--- src/rtl/rx_fifo_read_arbiter.sv ---
// Round-robin arbiter sharing the PC receive FIFO read port
// between two burst consumers, with flush and starvation abort.
module rx_fifo_read_arbiter #(
  parameter int LEN_W          = 8,
  parameter int TIMEOUT_CYCLES = 50000
) (
  input  logic             i_clock,
  input  logic             i_reset_n,
  input  logic             i_flush,
  input  logic             i_fifo_empty,
  input  logic [31:0]      i_fifo_q,
  output logic             o_fifo_rdreq,
  input  logic [1:0]       i_req,
  input  logic [LEN_W-1:0] i_len0,
  input  logic [LEN_W-1:0] i_len1,
  input  logic [1:0]       i_stall,
  output logic [1:0]       o_grant,
  output logic [31:0]      o_data,
  output logic [1:0]       o_data_valid,
  output logic [1:0]       o_done,
  output logic             o_error,
  output logic             o_busy
);

  typedef enum logic [1:0] {
    S_IDLE,
    S_BURST,
    S_LAST,
    S_FLUSH
  } state_t;

  localparam logic [15:0] TMO_LAST = 16'(TIMEOUT_CYCLES - 1);

  state_t           state;
  logic             owner;
  logic             ptr;
  logic             pick;
  logic [LEN_W-1:0] pick_len;
  logic [LEN_W-1:0] remaining;
  logic [15:0]      idle_cnt;

  assign o_data = i_fifo_q;
  assign o_busy = (state != S_IDLE);

  // Pointed requester wins if it asks, otherwise the other one.
  always_comb begin
    pick     = i_req[ptr] ? ptr : ~ptr;
    pick_len = pick ? i_len1 : i_len0;
  end

  // Read pacing: owner's stall and FIFO empty gate bursts;
  // flush drains whatever is left.
  always_comb begin
    o_fifo_rdreq = 1'b0;
    unique case (state)
      S_BURST: o_fifo_rdreq = !i_fifo_empty
                           && !i_stall[owner]
                           && (remaining != '0);
      S_FLUSH: o_fifo_rdreq = !i_fifo_empty;
      default: o_fifo_rdreq = 1'b0;
    endcase
  end

  // Arbitration FSM with registered grant/valid/done/error.
  always_ff @(posedge i_clock or negedge i_reset_n) begin
    if (!i_reset_n) begin
      state        <= S_IDLE;
      owner        <= 1'b0;
      ptr          <= 1'b0;
      remaining    <= '0;
      idle_cnt     <= '0;
      o_grant      <= '0;
      o_data_valid <= '0;
      o_done       <= '0;
      o_error      <= 1'b0;
    end else begin
      o_done       <= '0;
      o_error      <= 1'b0;
      o_data_valid <= '0;
      // A read issued in a flush cycle is dropped, not delivered.
      if (state == S_BURST && o_fifo_rdreq && !i_flush)
        o_data_valid <= {owner, !owner};
      if (i_flush) begin
        state   <= S_FLUSH;
        o_grant <= '0;
      end else begin
        unique case (state)
          S_IDLE: begin
            if (|i_req) begin
              owner     <= pick;
              o_grant   <= {pick, !pick};
              remaining <= pick_len;
              idle_cnt  <= '0;
              state     <= S_BURST;
              if (pick_len == '0)
                o_done <= {pick, !pick};
            end
          end
          S_BURST: begin
            if (remaining == '0) begin
              state   <= S_IDLE;
              o_grant <= '0;
              ptr     <= ~owner;
            end else if (o_fifo_rdreq) begin
              remaining <= remaining - LEN_W'(1);
              idle_cnt  <= '0;
              if (remaining == LEN_W'(1)) begin
                state  <= S_LAST;
                o_done <= {owner, !owner};
              end
            end else if (idle_cnt == TMO_LAST) begin
              o_error <= 1'b1;
              state   <= S_IDLE;
              o_grant <= '0;
              ptr     <= ~owner;
            end else begin
              idle_cnt <= idle_cnt + 16'd1;
            end
          end
          S_LAST: begin
            state   <= S_IDLE;
            o_grant <= '0;
            ptr     <= ~owner;
          end
          S_FLUSH: begin
            if (i_fifo_empty)
              state <= S_IDLE;
          end
          default: state <= S_IDLE;
        endcase
      end
    end
  end

endmodule

--- config.mk ---
export PLATFORM = sky130hd
export DESIGN_NAME = rx_fifo_read_arbiter
export DESIGN_NICKNAME = d
export VERILOG_FILES = /design/src/rtl/rx_fifo_read_arbiter.sv
export SDC_FILE = /design/constraint.sdc
export NUM_CORES = 1
export LEC_CHECK = 0
export BUFFER_PORTS_ARGS = -buffer_cell sky130_fd_sc_hd__buf_4
export CORE_MARGIN = 2
export CORE_UTILIZATION = 30
export CTS_BUF_LIST = sky130_fd_sc_hd__clkbuf_4
export CTS_CLUSTER_DIAMETER = 50
export DETAILED_ROUTE_END_ITERATION = 6
export GPL_TIMING_DRIVEN = 0
export PLACE_DENSITY_LB_ADDON = 0.15
export SYNTH_ARGS = -nofsm -noshare
export SYNTH_HDL_FRONTEND = slang
export SYNTH_SLANG_ARGS = --single-unit
--- constraint.sdc ---
create_clock -name i_clock -period 4 [get_ports i_clock]
set_input_delay 0 -clock i_clock [delete_from_list [all_inputs] [get_ports i_clock]]
set_output_delay 0 -clock i_clock [all_outputs]
set_load 0.03 [all_outputs]
== Word-level counts from Yosys, hierarchy flattened ==
Index checks and enable logic that the tools add are counted.
Cells by class
  div/mod/pow operators: 0
  shift operators: 0
  multiplexer cells: 46
  order comparisons: 2
  add/subtract/negate cells: 2
  bitwise gates (word level): 3
  multiply operators: 0
  eq/ne operators: 17
  reduce and logical (&&, ||, !) cells: 24
Operator list (number)
  two-way mux 16 bit: 4
  two-way mux 2 bit: 18
  two-way mux 8 bit: 4
  one-hot mux 16 bit (2 select lines): 1
  adder 16 x 1 -> 16 bit (second input constant): 1
  == test 16 bit (second input constant): 1
  logical NOT 8 bit: 2
  one-hot mux 8 bit (2 select lines): 1
  two-way mux 1 bit: 13
  AND reduction 4 bit: 3
  != test 5 x 3 -> 1 bit (second input constant): 2
  AND reduction 5 bit: 2
  != test 3 bit (second input constant): 3
  == test 8 x 1 -> 1 bit (second input constant): 1
  one-hot mux 2 bit (4 select lines): 1
  nonzero test 8 bit: 1
  subtractor 8 x 1 -> 8 bit (second input constant): 1
  != test 2 bit (second input constant): 3
  one-hot mux 2 bit (3 select lines): 1
  nonzero test 2 bit: 3
  logical NOT 1 bit: 5
  == test 2 bit (second input constant): 2
  logical AND 1 bit: 4
  less-than comparator 1 x 2 -> 1 bit (second input constant): 2
  12 further kinds: 15
Word-level totals
  memory bits (writable): 0
  bits in registers: 35
  word-level logic and storage cells: 103
  bits in read-only memories: 0
  output and inout bits: 41
  input bits: 56
  bits in latches: 0
  memories kept: 0

== Longest topological paths before layout ==
  depth after elaboration: 10
  gate-level depth with buffers: 8
  mapped depth without buffers: 7

== Worst setup path before layout ==
OpenSTA, ideal clock, no wires.
  path type: register -> register
  start point: register state[0]
  end point: register idle_cnt[7]
  data arrival time: 2151 ps
  stages on the path, launching flop included: 8
  library setup time: 76 ps
  path buffers: 0
  path slack: 1772 ps
  required time: 3924 ps
  period minus slack after synthesis: 2228 ps
  cells stage by stage: dfrtp_1 inv_1 ha_1 nor3b_1 or3_1 or4_4 or4_1 o21ai_1
On the way
  word-level cells in the longest chain between the ends: 5
  elaborated cells on any way between the ends: 12
  classes of those cells: eq/ne (5); mux (4); reduce/logical (3)
RTL lines
  from (decl): RTL line 34  | state_t state;
  from (signal assigned): RTL line 67  | state <= S_IDLE;
  from (signal assigned): RTL line 84  | state <= S_FLUSH;
  from (signal assigned): RTL line 94  | state <= S_BURST;
  == test 2 bit / == test 2 x 1 -> 1 bit (equally long branches): RTL line 55, 87
  one-hot mux 1 bit (2 select lines): RTL line 55  | unique case (state)
  two-way mux 16 bit: RTL line 104  | end else if (o_fifo_rdreq) begin
  two-way mux 16 bit: RTL line 100  | if (remaining == '0) begin
  one-hot mux 16 bit (2 select lines): RTL line 87  | unique case (state)
  to (signal assigned): RTL line 117  | idle_cnt <= idle_cnt + 16'd1;
  to (decl): RTL line 40  | logic [15:0] idle_cnt;
Several ways; a longest one is shown, not always the timed one. The select of a mux whose other input is x is not followed.
A chain may end at the register's enable or synchronous reset.

== Final worst setup path ==
  start point: register state[0]
  end point: register idle_cnt[2]
Same word-level chain as after synthesis.

==> results.sh <==
export IMPL_yosys_cell_types_count=48
export IMPL_synth_top_cells_by_count="sky130_fd_sc_hd__dfrtp_1 (35), sky130_fd_sc_hd__buf_4 (32), sky130_fd_sc_hd__nand2_1 (26)"
export IMPL_grt_start_max_net_pins=36
export IMPL_finalSetupViolCount=0
export IMPL_synth_compound_gate_area_share_pct=15.0
export IMPL_fp_dieArea_sq_um=9160
export IMPL_post_drt_wl_per_cell_microns=14.2
export IMPL_finish_net_count=441
export IMPL_power_frac_comb_pct=49.6
export IMPL_post_synth_top_area_cell="sky130_fd_sc_hd__dfrtp_1"
export IMPL_synth_top_family_by_area="simple AND/OR/NAND/NOR gates"
export IMPL_timing_critical_path_arrival_ns=2.83
export IMPL_synth_top_cells_by_area="sky130_fd_sc_hd__dfrtp_1 (35%), sky130_fd_sc_hd__buf_4 (9.5%), sky130_fd_sc_hd__a21oi_1 (4.0%), sky130_fd_sc_hd__nand2_1 (3.9%), sky130_fd_sc_hd__mux2_2 (3.6%)"
export IMPL_initial_core_util_pct=30.9
export IMPL_detailedRoute_firstIterationViolations=100
export IMPL_detailedRoute_firstPassIterationCount=4
export IMPL_power_net_switching_mw=0.644
export IMPL_synth_simple_gate_area_share_pct=25.1
export IMPL_internal_power_mw=0.858
export IMPL_drv_cap=0
export IMPL_worstMarginPinSlew_ns=0.734
export IMPL_final_hold_violation_count=0
export IMPL_antenna_left=0
export IMPL_synth_enable_flop_cells=0
export IMPL_postSynth_asyncResetShare_pct=100
export IMPL_hold_class="in2reg"
export IMPL_critical_path_required_ns=4.26
export IMPL_drt_drc=0
export IMPL_synth_sequential_area_ratio_pct=34.7
export IMPL_finalClockSkew_ns=0.00390
export IMPL_yosys_cell_count_top_type="sky130_fd_sc_hd__dfrtp_1"
export IMPL_antenna_diode_count=0
export IMPL_yosys_register_bits=35
export IMPL_core_area_sq_um=8180
export IMPL_power_leakage_nw=1.46
export IMPL_synthesis_area_sq_um=2520
export IMPL_clock_tree_from_tritoncts="yes"
export IMPL_pins_over_slew_limit=0
export IMPL_globalRoute_totalOverflow=0
export IMPL_yosys_area_share_xor_xnor_pct=1.39
export IMPL_synth_top_area_share_pct=34.7
export IMPL_synth_adder_area_share_pct=3.47
export IMPL_syn_nets=363
export IMPL_cts_htree_levels=2
export IMPL_post_route_cells_drive_above_1_share_pct=30.7
export IMPL_grt_setup_unrepaired="no"
export IMPL_route_vias_total=2459
export IMPL_critical_path_endpoint_type="register"
export IMPL_placement_rows=33
export IMPL_vdd_ir_drop_max_mv=0.178
export IMPL_grt_first_pass_wirelength_microns=11400
export IMPL_max_freq_mhz=389
export IMPL_yosys_warnings=0
export IMPL_via_count_of_the_first_global_routing_pass=2435
export IMPL_cts_inserted_buffers=5
export IMPL_p_total_mw=1.50
export IMPL_fin_setup_tns_ns=0
export IMPL_critical_path_max_fanout=10
export IMPL_layout_worst_path_cycle_share_pct=64.2
export IMPL_syn_inst=300
export IMPL_syn2layout_area_growth_pct=30.0
export IMPL_post_cts_resize_count=0
export IMPL_timing_slew_headroom_pct=50.6
export IMPL_cts_sink_count=35
export IMPL_synth_area_mux_share_pct=6.35
export IMPL_run_status="completed"
export IMPL_power_density_cell_area_nw_per_um2=458
export IMPL_syn_avg_cell_area_sq_um=8.41
export IMPL_seqPwrFrac_pct=33.3
export IMPL_setup_worst_path_class="reg2reg"
export IMPL_globalplace_congestion=0.850
export IMPL_worst_skew_pair_late_latency_ns=0.33
export IMPL_global_route_usage_total_pct=15.8
export IMPL_place_hpwl_microns=5240
export IMPL_floorplan_io_pins=97
export IMPL_period_needed_ns=2.57
export IMPL_clkPwrFrac_pct=17.1
export IMPL_synth_top_flop_cell="sky130_fd_sc_hd__dfrtp_1"
export IMPL_reg2reg_setup_slack_ns=1.43
export IMPL_clkSlewWorstSetupHoldPaths_ns=0.11
export IMPL_io_buffers=64
export IMPL_clockBufferDepth=2
export IMPL_critical_path_startpoint_type="register"
export IMPL_grt_antenna_before_repair=0
export IMPL_drt_vias_per_instance=5.09
export IMPL_die_width_microns=95.7
export IMPL_die_height_microns=95.7
export IMPL_wirelength_microns=6860
export IMPL_sw_frac_of_total_pct=42.9
export IMPL_clock_tree_root_cell="sky130_fd_sc_hd__clkbuf_4"
-- cells in the final DEF, fill, tap and decap left out, drive strengths merged, types with 2 or more instances in the layout --
cell	instances
nand3b	2
buf	97
and3	4
a2bb2oi	2
dlygate4sd3	7
a31oi	3
nor4	13
inv	19
nor4bb	2
nand3	15
o211ai	3
xor2	4
o22ai	6
nand2	26
clkbuf	14
nor3	8
nor2b	2
dfrtp	35
nand4	10
o32ai	2
nand4b	2
o21ai	13
nor2	18
a21oi	20
or3	8
o31ai	2
nand2b	2
or4	2
mux2	8
mux2i	7
ha	7
-- final timing paths --
check	startpoint	end	cells after the start
max	state[0]$_DFFE_PN0P_	idle_cnt[2]$_DFFE_PN0P_	8
min	i_len1[6]	remaining[6]$_DFFE_PN0P_	4
max reg2reg	state[0]$_DFFE_PN0P_	idle_cnt[2]$_DFFE_PN0P_	8
min reg2reg	remaining[7]$_DFFE_PN0P_	remaining[7]$_DFFE_PN0P_	1
max in group asynchronous	i_reset_n	idle_cnt[13]$_DFFE_PN0P_	2
min in group asynchronous	i_reset_n	remaining[4]$_DFFE_PN0P_	2
-- what timing repair did --
action | CTS | global route
hold buffers | 7 | 0
endpoints found under the hold margin | 37 | 0
buffers inserted | 0 | 0
-- layout make-up --
cell class / instances / area, sq um
Sequential cell: 35 / 876
Fill cell: 843 / 4900
Multi-Input combinational cell: 205 / 1290
Timing Repair Buffer: 71 / 551
Clock buffer: 6 / 45.0
Inverter: 19 / 71.3
Tap cell: 105 / 131
Buffer: 41 / 282
Clock inverter: 1 / 30.0
-- state kept, by name, indices dropped and copies added (netlist names) --
signal        count
owner             1
state             2
o_done            2
remaining         8
o_data_valid      2
o_error           1
idle_cnt         16
o_grant           2
ptr               1
-- per-layer routing --
metal	track usage, %	wire (microns)
met3	2.58	320
met2	26.3	3320
met5	0	0
met1	20.2	3090
met4	6.90	136
-- power by group through the flow --
stage / Sequential, mW / Clock [mW] / Combinational, mW
after floorplan: 0.508 / 0 / 0.517
after global placement: 0.506 / 0 / 0.731
after detailed placement: 0.506 / 0 / 0.738
after CTS: 0.499 / 0.268 / 0.746
after global routing: 0.513 / 0.281 / 0.834
final: 0.501 / 0.257 / 0.744
-- metrics by stage --
stage                     instances  utilization [%]  cell area, sq um  setup slack (ns)  hold slack [ns]
after floorplan                 300                -              2520              1.77           -0.296
after global placement          469             38.3              3130              1.47         -0.00148
after detailed placement        469             38.3              3130              1.47         -0.00119
after CTS                       483             40.1              3280              1.44           0.0361
after global routing            483             40.1              3280              1.21           0.0467
final                           483             40.1              3280              1.43           0.0428
-- logic make-up (layout without fill, tap and decap cells) --
kind of cell | count (synthesis) | count (layout)
buf+inv | 60 | 138
xor+xnor | 4 | 4
compound gates | 61 | 61
flops | 35 | 35
fa+ha+maj | 7 | 7
mux | 15 | 15
simple gates | 118 | 118
-- worst max-delay path, cell delays in order, from the launching register on --
cell                       delay [ns]
sky130_fd_sc_hd__dfrtp_1         0.46
sky130_fd_sc_hd__inv_1           0.07
sky130_fd_sc_hd__ha_1            0.29
sky130_fd_sc_hd__nor3b_1         0.18
sky130_fd_sc_hd__or3_1           0.36
sky130_fd_sc_hd__clkbuf_1        0.26
sky130_fd_sc_hd__nor4_1          0.48
sky130_fd_sc_hd__nand2_1         0.21
sky130_fd_sc_hd__o22ai_1         0.20
Power figures use the tool's default switching activity.
